==> src/rtl/lsu_pkg.sv <==
// Shared definitions for the load/store unit: the machine-state code of the
// memory stage, the LSU FSM states and the access-size encoding.
package lsu_pkg;

  localparam logic [2:0] MEM_STATU = 3'b010;

  typedef enum logic [1:0] {
    IDLE = 2'd0,
    REQ  = 2'd1,
    DONE = 2'd2
  } lsu_state_e;

  typedef enum logic [1:0] {
    SZ_B = 2'd0,
    SZ_H = 2'd1,
    SZ_W = 2'd2
  } lsu_size_e;

  // Halves need an even address, words a 4-byte aligned one.
  function automatic logic is_misaligned(lsu_size_e size, logic [1:0] off);
    return ((size == SZ_H) && off[0]) || ((size == SZ_W) && (off != 2'b00));
  endfunction

endpackage

==> src/rtl/lsu_align.sv <==
// Byte-lane steering: store byte enables and lane-replicated store data, and
// extraction plus sign/zero extension of load data from the bus word.
module lsu_align
  import lsu_pkg::*;
(
  input  lsu_size_e   size_i,
  input  logic [1:0]  off_i,
  input  logic        ld_unsigned_i,
  input  logic [31:0] wdata_i,
  input  logic [31:0] rdata_i,
  output logic [3:0]  be_o,
  output logic [31:0] wdata_o,
  output logic [31:0] ld_data_o
);

  logic [7:0]  byte_sel;
  logic [15:0] half_sel;

  always_comb begin
    unique case (off_i)
      2'd0:    byte_sel = rdata_i[7:0];
      2'd1:    byte_sel = rdata_i[15:8];
      2'd2:    byte_sel = rdata_i[23:16];
      default: byte_sel = rdata_i[31:24];
    endcase
    half_sel = off_i[1] ? rdata_i[31:16] : rdata_i[15:0];
  end

  // NOTE: every output gets a default before the case, so no path can leave
  // one unassigned and infer a latch.
  always_comb begin
    be_o      = 4'b1111;
    wdata_o   = wdata_i;
    ld_data_o = rdata_i;
    unique case (size_i)
      SZ_B: begin
        be_o      = 4'b0001 << off_i;
        wdata_o   = {4{wdata_i[7:0]}};
        ld_data_o = ld_unsigned_i ? {24'b0, byte_sel} : {{24{byte_sel[7]}}, byte_sel};
      end
      SZ_H: begin
        be_o      = off_i[1] ? 4'b1100 : 4'b0011;
        wdata_o   = {2{wdata_i[15:0]}};
        ld_data_o = ld_unsigned_i ? {16'b0, half_sel} : {{16{half_sel[15]}}, half_sel};
      end
      default: ;
    endcase
  end

endmodule

==> src/rtl/lsu.sv <==
// Load/store unit: one req/ack bus transaction per memory instruction during
// the MEM machine state, with misalignment trap and bus timeout.
module lsu
  import lsu_pkg::*;
#(
  parameter int unsigned TIMEOUT_CYCLES = 255
) (
  input  logic        clk,
  input  logic        rst,
  input  logic [2:0]  statu,
  input  logic [31:0] addr,
  input  logic [31:0] wdata,
  input  logic        r8,
  input  logic        r16,
  input  logic        r32,
  input  logic        w8,
  input  logic        w16,
  input  logic        w32,
  input  logic        ld_unsigned,
  output logic        mem_req,
  output logic        mem_we,
  output logic [31:0] mem_addr,
  output logic [3:0]  mem_be,
  output logic [31:0] mem_wdata,
  input  logic [31:0] mem_rdata,
  input  logic        mem_ack,
  output logic [31:0] rd_data,
  output logic        misalign,
  output logic        bus_err,
  output logic        rdy_lsu
);

  localparam int CW = $clog2(TIMEOUT_CYCLES + 1);

  lsu_state_e  state_q, state_d;
  logic [CW-1:0] cnt_q, cnt_d;
  logic        req_q, req_d, we_q, we_d, mis_q, mis_d, err_q, err_d;
  logic        uns_q, uns_d;
  logic [31:0] addr_q, addr_d, wdata_q, wdata_d, rd_q, rd_d;
  logic [3:0]  be_q, be_d;
  logic [1:0]  off_q, off_d;
  lsu_size_e   size_q, size_d, size_live, al_size;
  logic        is_store, mem_op, in_mem, start;
  logic [1:0]  al_off;
  logic        al_uns;
  logic [3:0]  al_be;
  logic [31:0] al_wdata, al_ld;

  // Decode priority when several lines are high: w32>w16>w8>r32>r16>r8.
  always_comb begin
    size_live = SZ_B;
    is_store  = 1'b0;
    if (w32)      begin size_live = SZ_W; is_store = 1'b1; end
    else if (w16) begin size_live = SZ_H; is_store = 1'b1; end
    else if (w8)  begin size_live = SZ_B; is_store = 1'b1; end
    else if (r32) size_live = SZ_W;
    else if (r16) size_live = SZ_H;
  end

  assign mem_op  = r8 | r16 | r32 | w8 | w16 | w32;
  assign in_mem  = (statu == MEM_STATU);
  assign start   = in_mem & mem_op & (state_q == IDLE);
  assign rdy_lsu = (in_mem & ~mem_op) | (state_q == DONE);

  // The aligner sees the live decode while idle and the captured one in REQ.
  assign al_size = (state_q == IDLE) ? size_live : size_q;
  assign al_off  = (state_q == IDLE) ? addr[1:0] : off_q;
  assign al_uns  = (state_q == IDLE) ? ld_unsigned : uns_q;

  lsu_align u_align (
    .size_i        (al_size),
    .off_i         (al_off),
    .ld_unsigned_i (al_uns),
    .wdata_i       (wdata),
    .rdata_i       (mem_rdata),
    .be_o          (al_be),
    .wdata_o       (al_wdata),
    .ld_data_o     (al_ld)
  );

  always_comb begin
    state_d = state_q;
    cnt_d   = cnt_q;
    req_d   = req_q;
    we_d    = we_q;
    addr_d  = addr_q;
    be_d    = be_q;
    wdata_d = wdata_q;
    size_d  = size_q;
    off_d   = off_q;
    uns_d   = uns_q;
    rd_d    = rd_q;
    mis_d   = mis_q;
    err_d   = err_q;
    unique case (state_q)
      IDLE: if (start) begin
        if (is_misaligned(size_live, addr[1:0])) begin
          state_d = DONE;
          mis_d   = 1'b1;
        end else begin
          state_d = REQ;
          req_d   = 1'b1;
          we_d    = is_store;
          addr_d  = {addr[31:2], 2'b00};
          be_d    = al_be;
          wdata_d = al_wdata;
          size_d  = size_live;
          off_d   = addr[1:0];
          uns_d   = ld_unsigned;
          cnt_d   = '0;
        end
      end
      // Once raised, req is held until ack or timeout regardless of statu.
      REQ: begin
        if (mem_ack) begin
          req_d   = 1'b0;
          cnt_d   = '0;
          state_d = DONE;
          if (!we_q) rd_d = al_ld;
        end else if (cnt_q == CW'(TIMEOUT_CYCLES - 1)) begin
          req_d   = 1'b0;
          cnt_d   = '0;
          err_d   = 1'b1;
          rd_d    = '0;
          state_d = DONE;
        end else begin
          cnt_d = cnt_q + CW'(1);
        end
      end
      DONE: begin
        state_d = IDLE;
        mis_d   = 1'b0;
        err_d   = 1'b0;
      end
      default: state_d = IDLE;
    endcase
  end

  // NOTE: sequential state uses non-blocking assignments so every register
  // samples pre-edge values; reset here is synchronous to clk.
  always_ff @(posedge clk) begin
    if (rst) begin
      state_q <= IDLE;
      cnt_q   <= '0;
      req_q   <= 1'b0;
      we_q    <= 1'b0;
      addr_q  <= '0;
      be_q    <= '0;
      wdata_q <= '0;
      size_q  <= SZ_B;
      off_q   <= '0;
      uns_q   <= 1'b0;
      rd_q    <= '0;
      mis_q   <= 1'b0;
      err_q   <= 1'b0;
    end else begin
      state_q <= state_d;
      cnt_q   <= cnt_d;
      req_q   <= req_d;
      we_q    <= we_d;
      addr_q  <= addr_d;
      be_q    <= be_d;
      wdata_q <= wdata_d;
      size_q  <= size_d;
      off_q   <= off_d;
      uns_q   <= uns_d;
      rd_q    <= rd_d;
      mis_q   <= mis_d;
      err_q   <= err_d;
    end
  end

  assign mem_req   = req_q;
  assign mem_we    = we_q;
  assign mem_addr  = addr_q;
  assign mem_be    = be_q;
  assign mem_wdata = wdata_q;
  assign rd_data   = rd_q;
  assign misalign  = mis_q;
  assign bus_err   = err_q;

endmodule

==> config.mk <==
export PLATFORM = sky130hd
export DESIGN_NAME = lsu
export DESIGN_NICKNAME = d
export VERILOG_FILES = /design/src/rtl/lsu_pkg.sv /design/src/rtl/lsu_align.sv /design/src/rtl/lsu.sv
export SDC_FILE = /design/constraint.sdc
export NUM_CORES = 1
export LEC_CHECK = 0
export ABC_CLOCK_PERIOD_IN_PS = 2300
export CAP_MARGIN = 20
export CORE_ASPECT_RATIO = 0.7
export CORE_MARGIN = 5
export CORE_UTILIZATION = 35
export DETAILED_ROUTE_END_ITERATION = 8
export DONT_BUFFER_PORTS = 1
export PLACE_DENSITY_LB_ADDON = 0.25
export SYNTH_ARGS = -nofsm -noshare
export SYNTH_HDL_FRONTEND = slang
export SYNTH_SLANG_ARGS = --single-unit
==> constraint.sdc <==
create_clock -name clk -period 2.3 [get_ports clk]
set_input_delay 0.23 -clock clk [delete_from_list [all_inputs] [get_ports clk]]
set_output_delay 0.23 -clock clk [all_outputs]
set_load 0.05 [all_outputs]
# Word-level counts from Yosys, hierarchy flattened

Index checks and enable logic that the tools add are counted.

Logic and storage cells: 103
Output and inout bits: 105
Input port bits: 109
Register bits: 117

Equality and inequality tests: 16
Add/sub/neg operators: 1
Reduce and logical (&&, ||, !) cells: 18
Bitwise gates (word level): 11
Multiplexer cells: 43
Shift operators: 1

Operators by type and width:

| cell                                                                   | count |
|---|---|
| 32-bit 2-to-1 mux                                                      | 5 |
| 32-bit one-hot mux with 2 select lines                                 | 2 |
| 8-bit 2-to-1 mux                                                       | 4 |
| 8-bit one-hot mux with 3 select lines                                  | 1 |
| 2-bit 2-to-1 mux                                                       | 10 |
| 16-bit 2-to-1 mux                                                      | 1 |
| 8-bit one-hot mux with 2 select lines                                  | 1 |
| 3-bit AND reduction                                                    | 5 |
| 1-bit 2-to-1 mux                                                       | 13 |
| 2-bit inequality test (second input constant)                          | 5 |
| 2-bit nonzero test                                                     | 5 |
| 8-bit by 1-bit adder with 8-bit output (second input constant)         | 1 |
| 2-bit by 1-bit equality test with 1-bit output (second input constant) | 4 |
| 8-bit equality test (second input constant)                            | 1 |
| 4-bit one-hot mux with 2 select lines                                  | 1 |
| 2-bit equality test (second input constant)                            | 3 |
| 2-bit logical NOT                                                      | 3 |
| 1-bit bitwise OR                                                       | 6 |
| 1-bit one-hot mux with 2 select lines                                  | 3 |
| 4-bit 2-to-1 mux                                                       | 1 |
| 2-bit one-hot mux with 2 select lines                                  | 1 |
| 4-bit AND reduction                                                    | 1 |
| 1-bit by 2-bit left shift with 4-bit output (first input constant)     | 1 |
| 1-bit AND                                                              | 3 |
| other kinds (7)                                                        | 9 |

# Longest topological paths before layout

Depth after elaboration: 11
Mapped depth: 10
Depth with buffers taken out: 7

# Modules after synthesis

From an unflattened synthesis, not the netlist that was laid out.

Cell total of the unflattened synthesis: 585
Area, all modules: 5531.6 um2

By module, submodules not included:

| module    | sequential area each (um2) | times used | cells an instance | area each (um2) |
|---|---|---|---|---|
| lsu       | 2342.2                     | 1          | 415               | 4347.9 |
| lsu_align | 0.0                        | 1          | 170               | 1183.6 |

# Worst setup path after synthesis

Ideal clock, no wire load.

Path type: register to register
Start: register state_q[0]
End: register rd_q[22] (netlist: rd_data[22])
Setup time: 0.122 ns
Slack: 0.279 ns
Period minus slack after synthesis: 2.021 ns
Required time: 2.178 ns
Stages on the path, launching flop included: 8
Data arrival time: 1.899 ns
Path buffers: 1
Cells stage by stage: dfxtp_1 o21ai_1 a21boi_2 mux4_2 nand2_2 a21oi_4 buf_6 a221o_1

Longest elaborated chain between the ends: 8
Elaborated cells on any way between the ends: 18
Classes of those cells: eq/ne: 4; mux: 10; reduce/logical: 4

RTL lines:

| item                                              | line                            | source |
|---|---|---|
| start: declaration                                | lsu.sv:35                       | `lsu_state_e state_q, state_d;` |
| start signal: assignment                          | lsu.sv:157                      | `state_q <= state_d;` |
| 2-bit logical NOT                                 | lsu.sv:66, lsu.sv:67, lsu.sv:68 |  |
| 2-bit 2-to-1 mux                                  | lsu.sv:67                       | `assign al_off = (state_q == IDLE) ? addr[1:0] : off_q;` |
| 2-bit equality test, or another cell as far along | lsu_align.sv:20                 | `unique case (off_i)` |
| 8-bit one-hot mux with 3 select lines             | lsu_align.sv:20                 |  |
| 32-bit 2-to-1 mux                                 | lsu_align.sv:39                 | `ld_data_o = ld_unsigned_i ? {24'b0, byte_sel} : {{24{byte_sel[7]}}, byte_sel};` |
| 32-bit one-hot mux with 2 select lines            | lsu_align.sv:35                 | `unique case (size_i)` |
| 32-bit 2-to-1 mux                                 | lsu.sv:119                      | `if (!we_q) rd_d = al_ld;` |
| 32-bit 2-to-1 mux                                 | lsu.sv:115                      | `if (mem_ack) begin` |
| end signal: assignment                            | lsu.sv:167                      | `rd_q <= rd_d;` |
| end: declaration                                  | lsu.sv:39                       | `logic [31:0] addr_q, addr_d, wdata_q, wdata_d, rd_q, rd_d;` |

Parallel ways exist; a longest one is shown, timed or not. The select of a mux whose other input is x is not followed.
A chain may end at the register's enable or synchronous reset.

# Final worst setup path

Start: register state_q[1]
End: register rd_q[22] (netlist: rd_data[22])

Same word-level chain as after synthesis.

==> impl_metrics.yaml <==
floorplanning:
  die_x_microns: 156
  io_pins: 214
  die_area_sq_um: 17500
  rows: 37
  core_area_sq_um: 14700
  start_util_pct: 35.6
  die-height_microns: 112
pwr:
  total_power_mw: 5.33
  p_leak_nw: 2.43
  vdd_ir_drop_max_mv: 0.385
  pwr_density_cell_nw_per_um2: 797
routing:
  first_pass_iters: 8
  wl_per_cell_microns: 20.3
  drtIter0Drc: 600
  num_vias: 5012
  drcViolationCount: 0
  vias_per_cell: 5.75
  ant_nets: 0
  wl_mm: 17.7
sta:
  grt_setup_unrepaired: "false"
  fin_skew_ps: 9.64
  fin_crit_sh_pct: 92.7
  min_period_ps: 2130
  final-setup-viol-count: 0
  max_freq_mhz: 469
  relSlewSlack_pct: 55.4
  finalHoldViolations: 0
  fin_setup_tns_ps: 0
  worst_pin_slew_ps: 669
  maxSlewViolCount: 0
clock_network:
  clk_latency_ps: 410
  cts_root_buffer: "clkbuf_16"
  htreeDepth: 4
  cts_sinks: 117
  cts_made_buffers: 17
  cts_tree: "done"
  cts_buffer_depth: 2
  cts.clk_slew.worst_paths_ps: 50
worst_setup_path:
  path_max_fanout: 16
  cp-start-kind: "register"
  critPathCaptureType: "register"
  crit_type: "reg2reg"
  cp.required_ps: 2600
  crit_arrival_ps: 2430
layout:
  fin_nets: 777
  fin_cells: 872
  antenna_cells: 0
  nFillCells: 1393
  final_util_pct: 45.6
  drive_above_1_share_pct: 10.6
  final_area_sq_um: 6690
  synthToLayoutAreaGrowth_pct: 28.1
min_path:
  hold_class: "in2reg"
place:
  place_hpwl_mm: 12.1
  place_inst: 776
  port_buffers: 0
  placed_area_sq_um: 5420
  gp_congestion: 0.883
global_route:
  track_usage_pct: 19.7
  grt_max_degree: 83
  grt_pass1_vias: 4931
  grt_antenna_before_repair: 0
  grt_pass1_wl_mm: 27.4
  overflow: 0
synth:
  synth_warnings: 0
  synth_flop_cell: "dfxtp_1"
  synth_edf_count: 0
  yosysUniqueCellTypes: 65
  synth-async-reset-ratio_pct: 0
  netlist_instances: 607
  yosysSeqAreaShare_pct: 44.9
  ys_ff_latch: 117
  avgSynthCellArea_sq_um: 8.60
  synth_area_sq_um: 5220
run:
  drv_cap: 0
run_status:
  status: "finished, final reports clean"
-- worst paths after layout --
path	depth (start not counted)	endpoint	slack [ps]	start
max	7	rd_data[22]	170	state_q[1]
max reg2reg	7	rd_data[22]	170	state_q[1]
min reg2reg	2	off_q[1]	510	off_q[1]
min	2	mem_wdata[14]	30	wdata[14]
-- worst max-delay path, stage by stage, from the launching register on --
cell and delay [ps]:
dfxtp_1 400, o21ai_2 200, a21boi_2 270, mux4_2 550, nand2_2 120, a21oi_4 60, buf_12 140, a221o_1 270
-- cells in the mapped netlist (3+ instances only) --
master / count / area share (%)
nor3_1: 5 / 0.48
or2_2: 3 / 0.36
a211oi_1: 11 / 1.6
a222oi_1: 8 / 1.5
a221o_1: 16 / 3.1
and3_1: 3 / 0.36
buf_2: 11 / 1.1
clkbuf_1: 23 / 1.7
a211o_1: 3 / 0.50
nand3_1: 7 / 0.67
a31oi_1: 6 / 0.72
nand2_1: 114 / 8.2
and2_4: 3 / 0.50
o21ai_1: 3 / 0.29
mux2i_1: 19 / 3.6
a21oi_1: 81 / 7.8
dfxtp_1: 117 / 45
or3b_1: 3 / 0.50
buf_1: 3 / 0.22
a311oi_1: 11 / 1.8
nand2b_1: 5 / 0.60
o22ai_1: 9 / 1.1
a221oi_1: 4 / 0.67
nor2_1: 33 / 2.4
buf_6: 6 / 1.3
a22oi_1: 19 / 2.7
inv_1: 13 / 0.93
o21ai_0: 21 / 2.0
-- cells by family (layout without fill, tap and decap cells) --
| group | after synthesis | in the layout | share of synthesized area, % |
|---|---|---|---|
| buffers and inverters | 58 | 127 | 5.44 |
| multiplexers | 21 | 21 | 4.29 |
| flip-flops | 117 | 117 | 44.9 |
| AND/OR/NAND/NOR | 192 | 192 | 16.8 |
| AO/OA/AOI/OAI | 216 | 216 | 28.1 |
| adder cells (fa/ha/maj) | 2 | 2 | 0.479 |
| other | 1 | 2 | 0.0718 |
-- flip-flops by register name, summed over array words and instances, names as in the netlist, 2 cells and up --
name	count
mem_be	4
state_q	2
off_q	2
rd_data	32
cnt_q	8
mem_wdata	32
mem_addr	30
size_q	2
-- routing by layer --
metal  wire (microns)  track usage [%]  up-vias
li1                 -                -     2344
met1             7420             24.9     2373
met2             8010             30.2      262
met3             1930             8.17       33
met4              327             7.11        0
met5                0                0        -
-- per-stage QoR --
step	setup WS, ps	hold slack, ps
3_3_place_gp	172	316
5_1_grt	86.5	20.5
2_1_floorplan	279	352
4_1_cts	62.1	2.41
3_5_place_dp	81.7	315
6_report	169	25.3
-- where the power goes --
part	internal [mW]	switching, mW	leakage (nW)	total (mW)
clock network	1.66	0.921	0.281	2.58
registers	2.08	0.181	0.947	2.26
logic	0.224	0.270	1.20	0.494
total	3.96	1.37	2.43	5.33
-- final cells by class --
cell class	instances	area [sq um]	area share, %
clock buffer	21	470	7.04
clock inverter	9	104	1.55
timing repair buffer	84	861	12.9
sequential	117	2340	35.1
tap	195	244	3.65
inverter	13	48.8	0.730
multi-input combinational	433	2610	39.1
-- cells in the final DEF, fill, tap and decap left out, drive strengths merged, types with 6 or more instances in the layout --
master,n
dfxtp,117
nand2,115
a21oi,82
dlygate4sd3,64
nor2,34
o21ai,25
clkbuf,21
buf,20
mux2i,19
a22oi,19
a221o,16
inv,13
a211oi,12
a311oi,11
o22ai,9
a222oi,8
nand3,7
a31oi,6
-- timing repair --
item	CTS	global route
gates resized for setup	0	3
hold buffers	65	0
hold endpoints to repair	96	0
buffers inserted	0	1
setup endpoints to repair	0	17
Note: power is estimated with default switching activity, not from simulation.
